--- config.mk ---
export PLATFORM = sky130hd
export DESIGN_NAME = pipe_core_param_flat
export DESIGN_NICKNAME = d
export VERILOG_FILES = /design/src/rtl/pipe_core_pkg.sv /design/src/rtl/pipe_core_if.sv /design/src/rtl/pipe_core_regfile.sv /design/src/rtl/pipe_core_param.sv /design/src/flat_wrapper.sv
export SDC_FILE = /design/constraint.sdc
export NUM_CORES = 2
export LEC_CHECK = 0
export BUFFER_PORTS_ARGS = -buffer_cell sky130_fd_sc_hd__buf_2
export CORE_ASPECT_RATIO = 0.8
export CORE_MARGIN = 2
export CORE_UTILIZATION = 56
export DETAILED_ROUTE_END_ITERATION = 8
export PLACE_DENSITY = 0.77
export REMOVE_ABC_BUFFERS = 1
export SKIP_LAST_GASP = 1
export SLEW_MARGIN = 20
export SYNTH_ARGS = -nofsm -noshare
export SYNTH_HDL_FRONTEND = slang
export SYNTH_SLANG_ARGS = --single-unit
--- constraint.sdc ---
create_clock -name clk -period 23.9 [get_ports clk]
set_clock_uncertainty 0.15 [all_clocks]
set_input_delay 1.195 -clock clk [delete_from_list [all_inputs] [get_ports clk]]
set_output_delay 1.195 -clock clk [all_outputs]
set_load 0.005 [all_outputs]
--- src/rtl/pipe_core_pkg.sv ---
// Shared types and instruction-field helpers for the parametrised 4-stage core.
// Field helpers take the word zero-extended to 64 bits so every width configuration can use them.
package pipe_core_pkg;

    typedef enum logic [2:0] {
        OpAdd, OpSub, OpAnd, OpOr, OpLoad, OpStore, OpAddi, OpHalt
    } opcode_e;

    localparam logic [1:0] StIdle   = 2'd0;
    localparam logic [1:0] StRun    = 2'd1;
    localparam logic [1:0] StDrain  = 2'd2;
    localparam logic [1:0] StHalted = 2'd3;

    function automatic logic [31:0] get_field(input logic [63:0] word, input int unsigned lsb,
                                              input int unsigned width);
        logic [63:0] mask;
        mask = (64'd1 << width) - 64'd1;
        return 32'((word >> lsb) & mask);
    endfunction

    function automatic logic [31:0] instr_op(input logic [63:0] w, input int unsigned rw,
                                             input int unsigned dw);
        return get_field(w, dw + 3 * rw, 3);
    endfunction

    function automatic logic [31:0] instr_rd(input logic [63:0] w, input int unsigned rw,
                                             input int unsigned dw);
        return get_field(w, dw + 2 * rw, rw);
    endfunction

    function automatic logic [31:0] instr_rs1(input logic [63:0] w, input int unsigned rw,
                                              input int unsigned dw);
        return get_field(w, dw + rw, rw);
    endfunction

    function automatic logic [31:0] instr_rs2(input logic [63:0] w, input int unsigned rw,
                                              input int unsigned dw);
        return get_field(w, dw, rw);
    endfunction

    function automatic logic [31:0] instr_imm(input logic [63:0] w, input int unsigned dw);
        return get_field(w, 0, dw);
    endfunction

    function automatic logic op_writes_rd(input opcode_e op);
        return !(op inside {OpStore, OpHalt});
    endfunction

endpackage

--- src/rtl/pipe_core_if.sv ---
// Control, program-load and debug bundle of the core.
// The master side drives run control and the instruction-memory load port.
interface pipe_core_if #(
    parameter int DATA_W     = 8,
    parameter int NREGS      = 16,
    parameter int IMEM_DEPTH = 16
);
    localparam int RW   = $clog2(NREGS);
    localparam int IA_W = $clog2(IMEM_DEPTH);
    localparam int IW   = 3 + 3 * RW + DATA_W;

    logic              start;
    logic              imem_we;
    logic [IA_W-1:0]   imem_addr;
    logic [IW-1:0]     imem_wdata;
    logic [RW-1:0]     dbg_raddr;
    logic [DATA_W-1:0] dbg_rdata;
    logic              busy;
    logic              halted;
    logic [31:0]       retired_count;

    modport master (
        output start, imem_we, imem_addr, imem_wdata, dbg_raddr,
        input  dbg_rdata, busy, halted, retired_count
    );

    modport slave (
        input  start, imem_we, imem_addr, imem_wdata, dbg_raddr,
        output dbg_rdata, busy, halted, retired_count
    );

endinterface

--- src/rtl/pipe_core_regfile.sv ---
// Register file: one write port, two write-first read ports for ID and a plain debug port.
// r0 is never written and always reads zero.
module pipe_core_regfile #(
    parameter int DATA_W = 8,
    parameter int NREGS  = 16
) (
    input  logic                     clk,
    input  logic                     rst_n,
    input  logic                     i_we,
    input  logic [$clog2(NREGS)-1:0] i_waddr,
    input  logic [DATA_W-1:0]        i_wdata,
    input  logic [$clog2(NREGS)-1:0] i_raddr_a,
    input  logic [$clog2(NREGS)-1:0] i_raddr_b,
    input  logic [$clog2(NREGS)-1:0] i_raddr_dbg,
    output logic [DATA_W-1:0]        o_rdata_a,
    output logic [DATA_W-1:0]        o_rdata_b,
    output logic [DATA_W-1:0]        o_rdata_dbg
);
    logic [DATA_W-1:0] r_regs [NREGS];

    always_ff @(posedge clk) begin
        if (!rst_n) begin
            for (int i = 0; i < NREGS; i++) r_regs[i] <= '0;
        end else if (i_we && i_waddr != '0) begin
            r_regs[i_waddr] <= i_wdata;
        end
    end

    always_comb begin
        o_rdata_a = r_regs[i_raddr_a];
        if (i_we && i_waddr == i_raddr_a) o_rdata_a = i_wdata;
        if (i_raddr_a == '0) o_rdata_a = '0;
    end

    always_comb begin
        o_rdata_b = r_regs[i_raddr_b];
        if (i_we && i_waddr == i_raddr_b) o_rdata_b = i_wdata;
        if (i_raddr_b == '0) o_rdata_b = '0;
    end

    assign o_rdata_dbg = (i_raddr_dbg == '0) ? '0 : r_regs[i_raddr_dbg];

endmodule

--- src/rtl/pipe_core_param.sv ---
// Parametrised IF/ID/EX/WB in-order core with forwarding, run control and retire counter.
// HALT in ID stops fetch; the core reports halted once HALT leaves WB.
module pipe_core_param
    import pipe_core_pkg::*;
#(
    parameter int DATA_W     = 8,
    parameter int NREGS      = 16,
    parameter int IMEM_DEPTH = 16,
    parameter int DMEM_DEPTH = 256
) (
    input logic        clk,
    input logic        rst_n,
    pipe_core_if.slave bus
);
    localparam int RW   = $clog2(NREGS);
    localparam int IA_W = $clog2(IMEM_DEPTH);
    localparam int DA_W = $clog2(DMEM_DEPTH);
    localparam int IW   = 3 + 3 * RW + DATA_W;

    logic [1:0]        r_state, w_state_d;
    logic [IA_W-1:0]   r_pc;
    logic [31:0]       r_retired;
    logic [IW-1:0]     r_imem [IMEM_DEPTH];
    logic [DATA_W-1:0] r_dmem [DMEM_DEPTH];
    logic [DATA_W-1:0] r_dmem_rdata;

    logic              r_ifid_valid;
    logic [IW-1:0]     r_ifid_instr;

    logic              r_idex_valid;
    opcode_e           r_idex_op;
    logic [RW-1:0]     r_idex_rd, r_idex_rs1, r_idex_rs2;
    logic [DATA_W-1:0] r_idex_imm, r_idex_a, r_idex_b;

    logic              r_exwb_valid;
    opcode_e           r_exwb_op;
    logic [RW-1:0]     r_exwb_rd;
    logic [DATA_W-1:0] r_exwb_res;

    logic [63:0]       w_ifid_ext;
    opcode_e           w_id_op;
    logic [RW-1:0]     w_id_rd, w_id_rs1, w_id_rs2;
    logic [DATA_W-1:0] w_id_imm, w_id_a, w_id_b;
    logic              w_id_halt, w_fetch, w_start_ok;
    logic              w_wb_we, w_retire;
    logic [DATA_W-1:0] w_wb_data, w_ex_a, w_ex_b, w_ex_sum, w_ex_res, w_dbg_rdata;
    logic [DA_W-1:0]   w_ex_addr;

    assign w_ifid_ext = 64'(r_ifid_instr);
    assign w_id_op    = opcode_e'(3'(instr_op(w_ifid_ext, RW, DATA_W)));
    assign w_id_rd    = RW'(instr_rd(w_ifid_ext, RW, DATA_W));
    assign w_id_rs1   = RW'(instr_rs1(w_ifid_ext, RW, DATA_W));
    assign w_id_rs2   = RW'(instr_rs2(w_ifid_ext, RW, DATA_W));
    assign w_id_imm   = DATA_W'(instr_imm(w_ifid_ext, DATA_W));

    assign w_id_halt  = r_ifid_valid && (w_id_op == OpHalt);
    assign w_fetch    = (r_state == StRun) && !w_id_halt;
    assign w_start_ok = bus.start && (r_state == StIdle || r_state == StHalted);

    assign w_wb_we   = r_exwb_valid && op_writes_rd(r_exwb_op);
    assign w_wb_data = (r_exwb_op == OpLoad) ? r_dmem_rdata : r_exwb_res;
    assign w_retire  = r_exwb_valid && (r_exwb_op != OpHalt);

    // One-deep forward from WB; older results arrive via the regfile's write-first read in ID.
    assign w_ex_a = (w_wb_we && r_exwb_rd != '0 && r_exwb_rd == r_idex_rs1) ? w_wb_data : r_idex_a;
    assign w_ex_b = (w_wb_we && r_exwb_rd != '0 && r_exwb_rd == r_idex_rs2) ? w_wb_data : r_idex_b;
    assign w_ex_sum  = w_ex_a + r_idex_imm;
    assign w_ex_addr = DA_W'(w_ex_sum);

    always_comb begin
        w_ex_res = '0;
        case (r_idex_op)
            OpAdd:                   w_ex_res = w_ex_a + w_ex_b;
            OpSub:                   w_ex_res = w_ex_a - w_ex_b;
            OpAnd:                   w_ex_res = w_ex_a & w_ex_b;
            OpOr:                    w_ex_res = w_ex_a | w_ex_b;
            OpAddi, OpLoad, OpStore: w_ex_res = w_ex_sum;
            default:                 w_ex_res = '0;
        endcase
    end

    always_comb begin
        w_state_d = r_state;
        case (r_state)
            StIdle, StHalted: if (bus.start) w_state_d = StRun;
            StRun:            if (w_id_halt) w_state_d = StDrain;
            StDrain:          if (r_exwb_valid && r_exwb_op == OpHalt) w_state_d = StHalted;
            default:          w_state_d = StIdle;
        endcase
    end

    always_ff @(posedge clk) begin
        if (!rst_n) begin
            r_state      <= StIdle;
            r_pc         <= '0;
            r_ifid_valid <= 1'b0;
            r_idex_valid <= 1'b0;
            r_exwb_valid <= 1'b0;
            r_retired    <= '0;
        end else begin
            r_state <= w_state_d;
            if (w_start_ok) r_pc <= '0;
            else if (w_fetch) r_pc <= r_pc + IA_W'(1);
            r_ifid_valid <= w_fetch;
            r_idex_valid <= r_ifid_valid;
            r_exwb_valid <= r_idex_valid;
            if (w_retire && r_retired != '1) r_retired <= r_retired + 32'd1;
        end
    end

    // Payload registers carry no reset; the valid bits above qualify them.
    always_ff @(posedge clk) begin
        r_ifid_instr <= r_imem[r_pc];
        r_idex_op    <= w_id_op;
        r_idex_rd    <= w_id_rd;
        r_idex_rs1   <= w_id_rs1;
        r_idex_rs2   <= w_id_rs2;
        r_idex_imm   <= w_id_imm;
        r_idex_a     <= w_id_a;
        r_idex_b     <= w_id_b;
        r_exwb_op    <= r_idex_op;
        r_exwb_rd    <= r_idex_rd;
        r_exwb_res   <= w_ex_res;
        r_dmem_rdata <= r_dmem[w_ex_addr];
        if (rst_n && r_idex_valid && r_idex_op == OpStore) r_dmem[w_ex_addr] <= w_ex_b;
        if (bus.imem_we) r_imem[bus.imem_addr] <= bus.imem_wdata;
    end

    pipe_core_regfile #(
        .DATA_W (DATA_W),
        .NREGS  (NREGS)
    ) u_regfile (
        .clk         (clk),
        .rst_n       (rst_n),
        .i_we        (w_wb_we),
        .i_waddr     (r_exwb_rd),
        .i_wdata     (w_wb_data),
        .i_raddr_a   (w_id_rs1),
        .i_raddr_b   (w_id_rs2),
        .i_raddr_dbg (bus.dbg_raddr),
        .o_rdata_a   (w_id_a),
        .o_rdata_b   (w_id_b),
        .o_rdata_dbg (w_dbg_rdata)
    );

    assign bus.dbg_rdata     = w_dbg_rdata;
    assign bus.busy          = (r_state == StRun) || (r_state == StDrain);
    assign bus.halted        = (r_state == StHalted);
    assign bus.retired_count = r_retired;

endmodule

--- src/flat_wrapper.sv ---
// flat-port wrapper written by rule: the top's interface ports become plain ports
module pipe_core_param_flat import pipe_core_pkg::*;
#(
    parameter int DATA_W     = 8,
    parameter int NREGS      = 16,
    parameter int IMEM_DEPTH = 16,
    parameter int DMEM_DEPTH = 256
)
  (clk, rst_n, bus_start, bus_imem_we, bus_imem_addr, bus_imem_wdata, bus_dbg_raddr, bus_dbg_rdata, bus_busy, bus_halted, bus_retired_count);
  pipe_core_if #(.DATA_W(DATA_W), .NREGS(NREGS), .IMEM_DEPTH(IMEM_DEPTH)) bus_i ();
  input logic clk;
  input logic rst_n;
  input wire logic [$bits(bus_i.start)-1:0] bus_start;
  input wire logic [$bits(bus_i.imem_we)-1:0] bus_imem_we;
  input wire logic [$bits(bus_i.imem_addr)-1:0] bus_imem_addr;
  input wire logic [$bits(bus_i.imem_wdata)-1:0] bus_imem_wdata;
  input wire logic [$bits(bus_i.dbg_raddr)-1:0] bus_dbg_raddr;
  output wire logic [$bits(bus_i.dbg_rdata)-1:0] bus_dbg_rdata;
  output wire logic [$bits(bus_i.busy)-1:0] bus_busy;
  output wire logic [$bits(bus_i.halted)-1:0] bus_halted;
  output wire logic [$bits(bus_i.retired_count)-1:0] bus_retired_count;
  assign bus_i.start = bus_start;
  assign bus_i.imem_we = bus_imem_we;
  assign bus_i.imem_addr = bus_imem_addr;
  assign bus_i.imem_wdata = bus_imem_wdata;
  assign bus_i.dbg_raddr = bus_dbg_raddr;
  assign bus_dbg_rdata = bus_i.dbg_rdata;
  assign bus_busy = bus_i.busy;
  assign bus_halted = bus_i.halted;
  assign bus_retired_count = bus_i.retired_count;
  pipe_core_param #(.DATA_W(DATA_W), .NREGS(NREGS), .IMEM_DEPTH(IMEM_DEPTH), .DMEM_DEPTH(DMEM_DEPTH)) u_core (.clk(clk), .rst_n(rst_n), .bus(bus_i));
endmodule
==> flow_summary_export.csv <==
group,metric,value,unit
routing,drt_iter0_markers,8626,
sta,hold_viol,0,
yosys,synthFlopType,"edfxtp_1",
routing,avgRoutedWirePerCell,32.0,um
setup_path,path_class,"flip-flop to flip-flop",
floorplanning,core.rowCount,142,
setup_path,cp.arrival,9.54,ns
placed_design,gp_congestion,0.833,
global_routing,grt_max_degree,261,
clocking,cts_hold_buf,0,
global_routing,grt_use_met1,38.8,%
clocking,cts_buffers,235,
sta,fin_tns_setup,0,ns
final_layout,nets,5409,
routing,vias,54600,
global_routing,grt_usage,26.9,%
yosys,synth.distinct_cells,68,
clocking,numClockSinks,2670,
global_routing,gr-max-usage-layer,"met2",
clocking,clockBufferDepth,3,
routing,wl,259000,um
worst_hold_path,hp-start,"u_core.r_ifid_instr[7]",
sta,finalSetupViolations,0,
yosys,ys_async_sr_fraction,0,%
worst_hold_path,hold_depth,0,
run_status,status,"finished clean",
setup_path,cp-end-kind,"flip-flop",
floorplanning,die_y,393,um
placed_design,dpl-instance-area,0.109,mm2
worst_hold_path,min_to,"u_core.r_idex_imm[7]",
final_layout,fillerInstances,12200,
global_routing,antenna_found_initial,8,
floorplanning,start_util,56.5,%
floorplanning,die_w,491,um
global_routing,grt_pass1_vias,54100,
routing,drt_first_pass_iters,6,
setup_path,r2r_cells,18,
setup_path,crit_required,24.52,ns
run,max-cap-violations,0,
sta,final-max-slew-violation-count,0,
floorplanning,dieArea,0.193,mm2
sta,slew_headroom,14.4,%
placed_design,port_buffers,76,
sta,rsz0062_at_grt,"false",
sta,worst_pin_slew,1.28,ns
global_routing,grt_pass1_wl,376000,um
routing,drc,0,
clocking,path_clk_slew,0.07,ns
final_layout,drive_above_1_share,25.4,%
final_layout,design_area,0.117,mm2
routing,via_per_inst,6.75,
clocking,cts_tree,"yes",
floorplanning,pin_count,77,
clocking,cts_max_level,4,
yosys,ys.warnings.count,0,
clocking,worstSkewPairLatency,0.87,ns
floorplanning,core,0.188,mm2
final_layout,seq_area,0.0789,mm2
sta,max_clock_freq,112,MHz
yosys,syn_inst,5240,
sta,min_period_over_period,37.3,%
pwr,vdd_ir_drop_max,0.229,mV
final_layout,synthToLayoutAreaGrowth,10.7,%
sta,fin_crit,8.92,ns
global_routing,grt_use_met3,6.57,%
global_routing,overflow,0,
worst_hold_path,hp-class,"flip-flop to flip-flop",
setup_path,r2r_start,"u_core.r_exwb_op[2]",
pwr,power_density,141,mW/mm2
yosys,ys_ff_latch,2670,
yosys,syn_area_per_cell,20.2,um2
pwr,p_leak,37.1,nW
setup_path,timing.rr.end,"u_core.r_dmem_rdata[0]",
yosys,ys_seq_area_share,74.4,%
yosys,synthesis.area,0.106,mm2
final_layout,multi_input_area,0.0260,mm2
clocking,ctsResizeCount,0,
setup_path,r2r_slack,14.98,ns
routing,ant_nets,0,
yosys,synth_edf_count,2544,
clocking,clock-root-buffer,"clkbuf_16",
clocking,cts_setup_buffers,0,
global_routing,grtUsageMet2,41.0,%
setup_path,startpoint_type,"flip-flop",
placed_design,hpwl,143000,um
final_layout,final_util,62.5,%
setup_path,path_max_fanout,39,
-- cell usage in the layout (no fill, tap or decap), types with 9 or more instances in the layout --
cell type   instances
dfxtp_1           120
a21oi_1            54
nand2_1           309
xor2_1             36
nor2_1            466
a32oi_1            22
mux4_2            786
clkbuf_1           43
clkinv_1           35
clkbuf_16         235
xnor2_1            20
buf_2              76
a31oi_1            29
ha_1               21
buf_12              9
and2_1             18
clkbuf_8           23
and3_1             15
or2_2               9
edfxtp_1         2544
diode_2             9
nand3_1            46
bufinv_16          28
nand4_1            14
nor2b_1            39
nor3_1              9
buf_4              91
inv_1              21
clkinv_2           50
nor2_2             13
o21ai_0            34
a211oi_1           40
clkinvlp_4         14
mux2i_1            99
-- state kept, by name, summed over array words and instances, names as in the netlist, 8 cells and up --
register,flops
u_core.r_idex_a,8
u_core.bus.retired_count,32
u_core.r_idex_b,8
u_core.r_dmem,2048
u_core.r_exwb_res,8
u_core.r_ifid_instr,23
u_core.r_idex_imm,8
u_core.u_regfile.r_regs,128
u_core.r_dmem_rdata,8
u_core.r_imem,368
-- cell usage after synthesis, drive strengths merged, types with 23 or more instances --
cell type | number | area [um2]
mux4 | 786 | 17700
nand3 | 54 | 270
a211oi | 40 | 300
buf | 168 | 893
nor2b | 41 | 257
a31oi | 29 | 181
inv | 23 | 86.3
a21oi | 54 | 270
o21ai | 40 | 200
mux2i | 108 | 1080
edfxtp | 2544 | 76400
nand2 | 313 | 1170
nor2 | 480 | 1800
xor2 | 39 | 342
dfxtp | 126 | 2520
clkbuf | 145 | 544
-- worst max-delay path: stages (launching register included) --
cell      delay, ns
dfxtp_1        0.37
nor3b_2        0.95
mux2i_2        0.93
o21ai_0        0.48
ha_4           0.30
inv_1          0.08
fa_4           0.34
xnor2_4        0.13
buf_4          0.46
buf_4          0.65
buf_4          0.74
buf_4          0.66
mux4_2         0.62
nor2b_1        0.17
a211oi_1       0.56
a31oi_1        0.10
mux4_2         0.48
a22o_1         0.28
a31o_1         0.20
-- metrics by stage --
step	power, mW	hold slack, ns	worst slack, ns	instances
final	16.5	0.178	14.98	8086
after global routing	17.0	0.180	14.47	8078
after detailed placement	12.6	0.163	15.06	7632
after global placement	12.5	0.161	15.40	7632
after floorplan	12.8	0.160	2.48	4934
after CTS	16.5	0.178	15.01	8076
-- per-layer routing --
layer  part of all wire [%]  routed length, um  up-vias
li1                       -                  -    21600
met2                     47             121000     3879
met4                    3.3               8530        2
met1                     38              98500    28500
met5                 0.0039                 10        -
met3                     12              30500      559
-- cell type report --
class / count / share of cell area, %
Clock buffer: 301 / 5.41
Tap cell: 2520 / 2.68
Sequential cell: 2670 / 67.2
Inverter: 23 / 0.0799
Multi-Input combinational cell: 2241 / 22.2
Timing Repair Buffer: 179 / 1.10
Antenna cell: 9 / 0.0192
Clock inverter: 143 / 1.33
-- logic make-up (layout without fill, tap and decap cells) --
| family | after synthesis | after routing | share of synthesized area, % |
|---|---|---|---|
| and+or+nand+nor | 991 | 991 | 3.92 |
| buffers and inverters | 336 | 646 | 1.44 |
| xor gates and xnor gates | 62 | 62 | 0.532 |
| other | 1 | 17 | 0.00354 |
| DFF | 2670 | 2670 | 74.4 |
| AOI/OAI and AO/OA | 247 | 247 | 1.55 |
| adders and majority gates | 31 | 31 | 0.363 |
| muxes | 902 | 902 | 17.8 |
-- report_power, final --
| part | switching [mW] | internal, mW |
|---|---|---|
| clock network | 1.70 | 2.18 |
| registers | 0.0902 | 5.70 |
| logic | 4.21 | 2.65 |
| total | 6.00 | 10.5 |
-- worst max-delay path by stage --
stage	from	end	depth (start not counted)
2_1_floorplan	u_core.r_exwb_op[2]	u_core.r_dmem[228][0]	9
3_3_place_gp	u_core.r_exwb_op[2]	u_core.r_dmem[117][1]	13
3_5_place_dp	u_core.r_exwb_op[2]	u_core.r_dmem_rdata[0]	16
4_1_cts	u_core.r_exwb_op[2]	u_core.r_dmem[113][4]	13
5_1_grt	u_core.r_exwb_op[2]	u_core.r_dmem_rdata[0]	18
6_report	u_core.r_exwb_op[2]	u_core.r_dmem_rdata[0]	18
No activity file was read; power rests on OpenSTA's default activity.
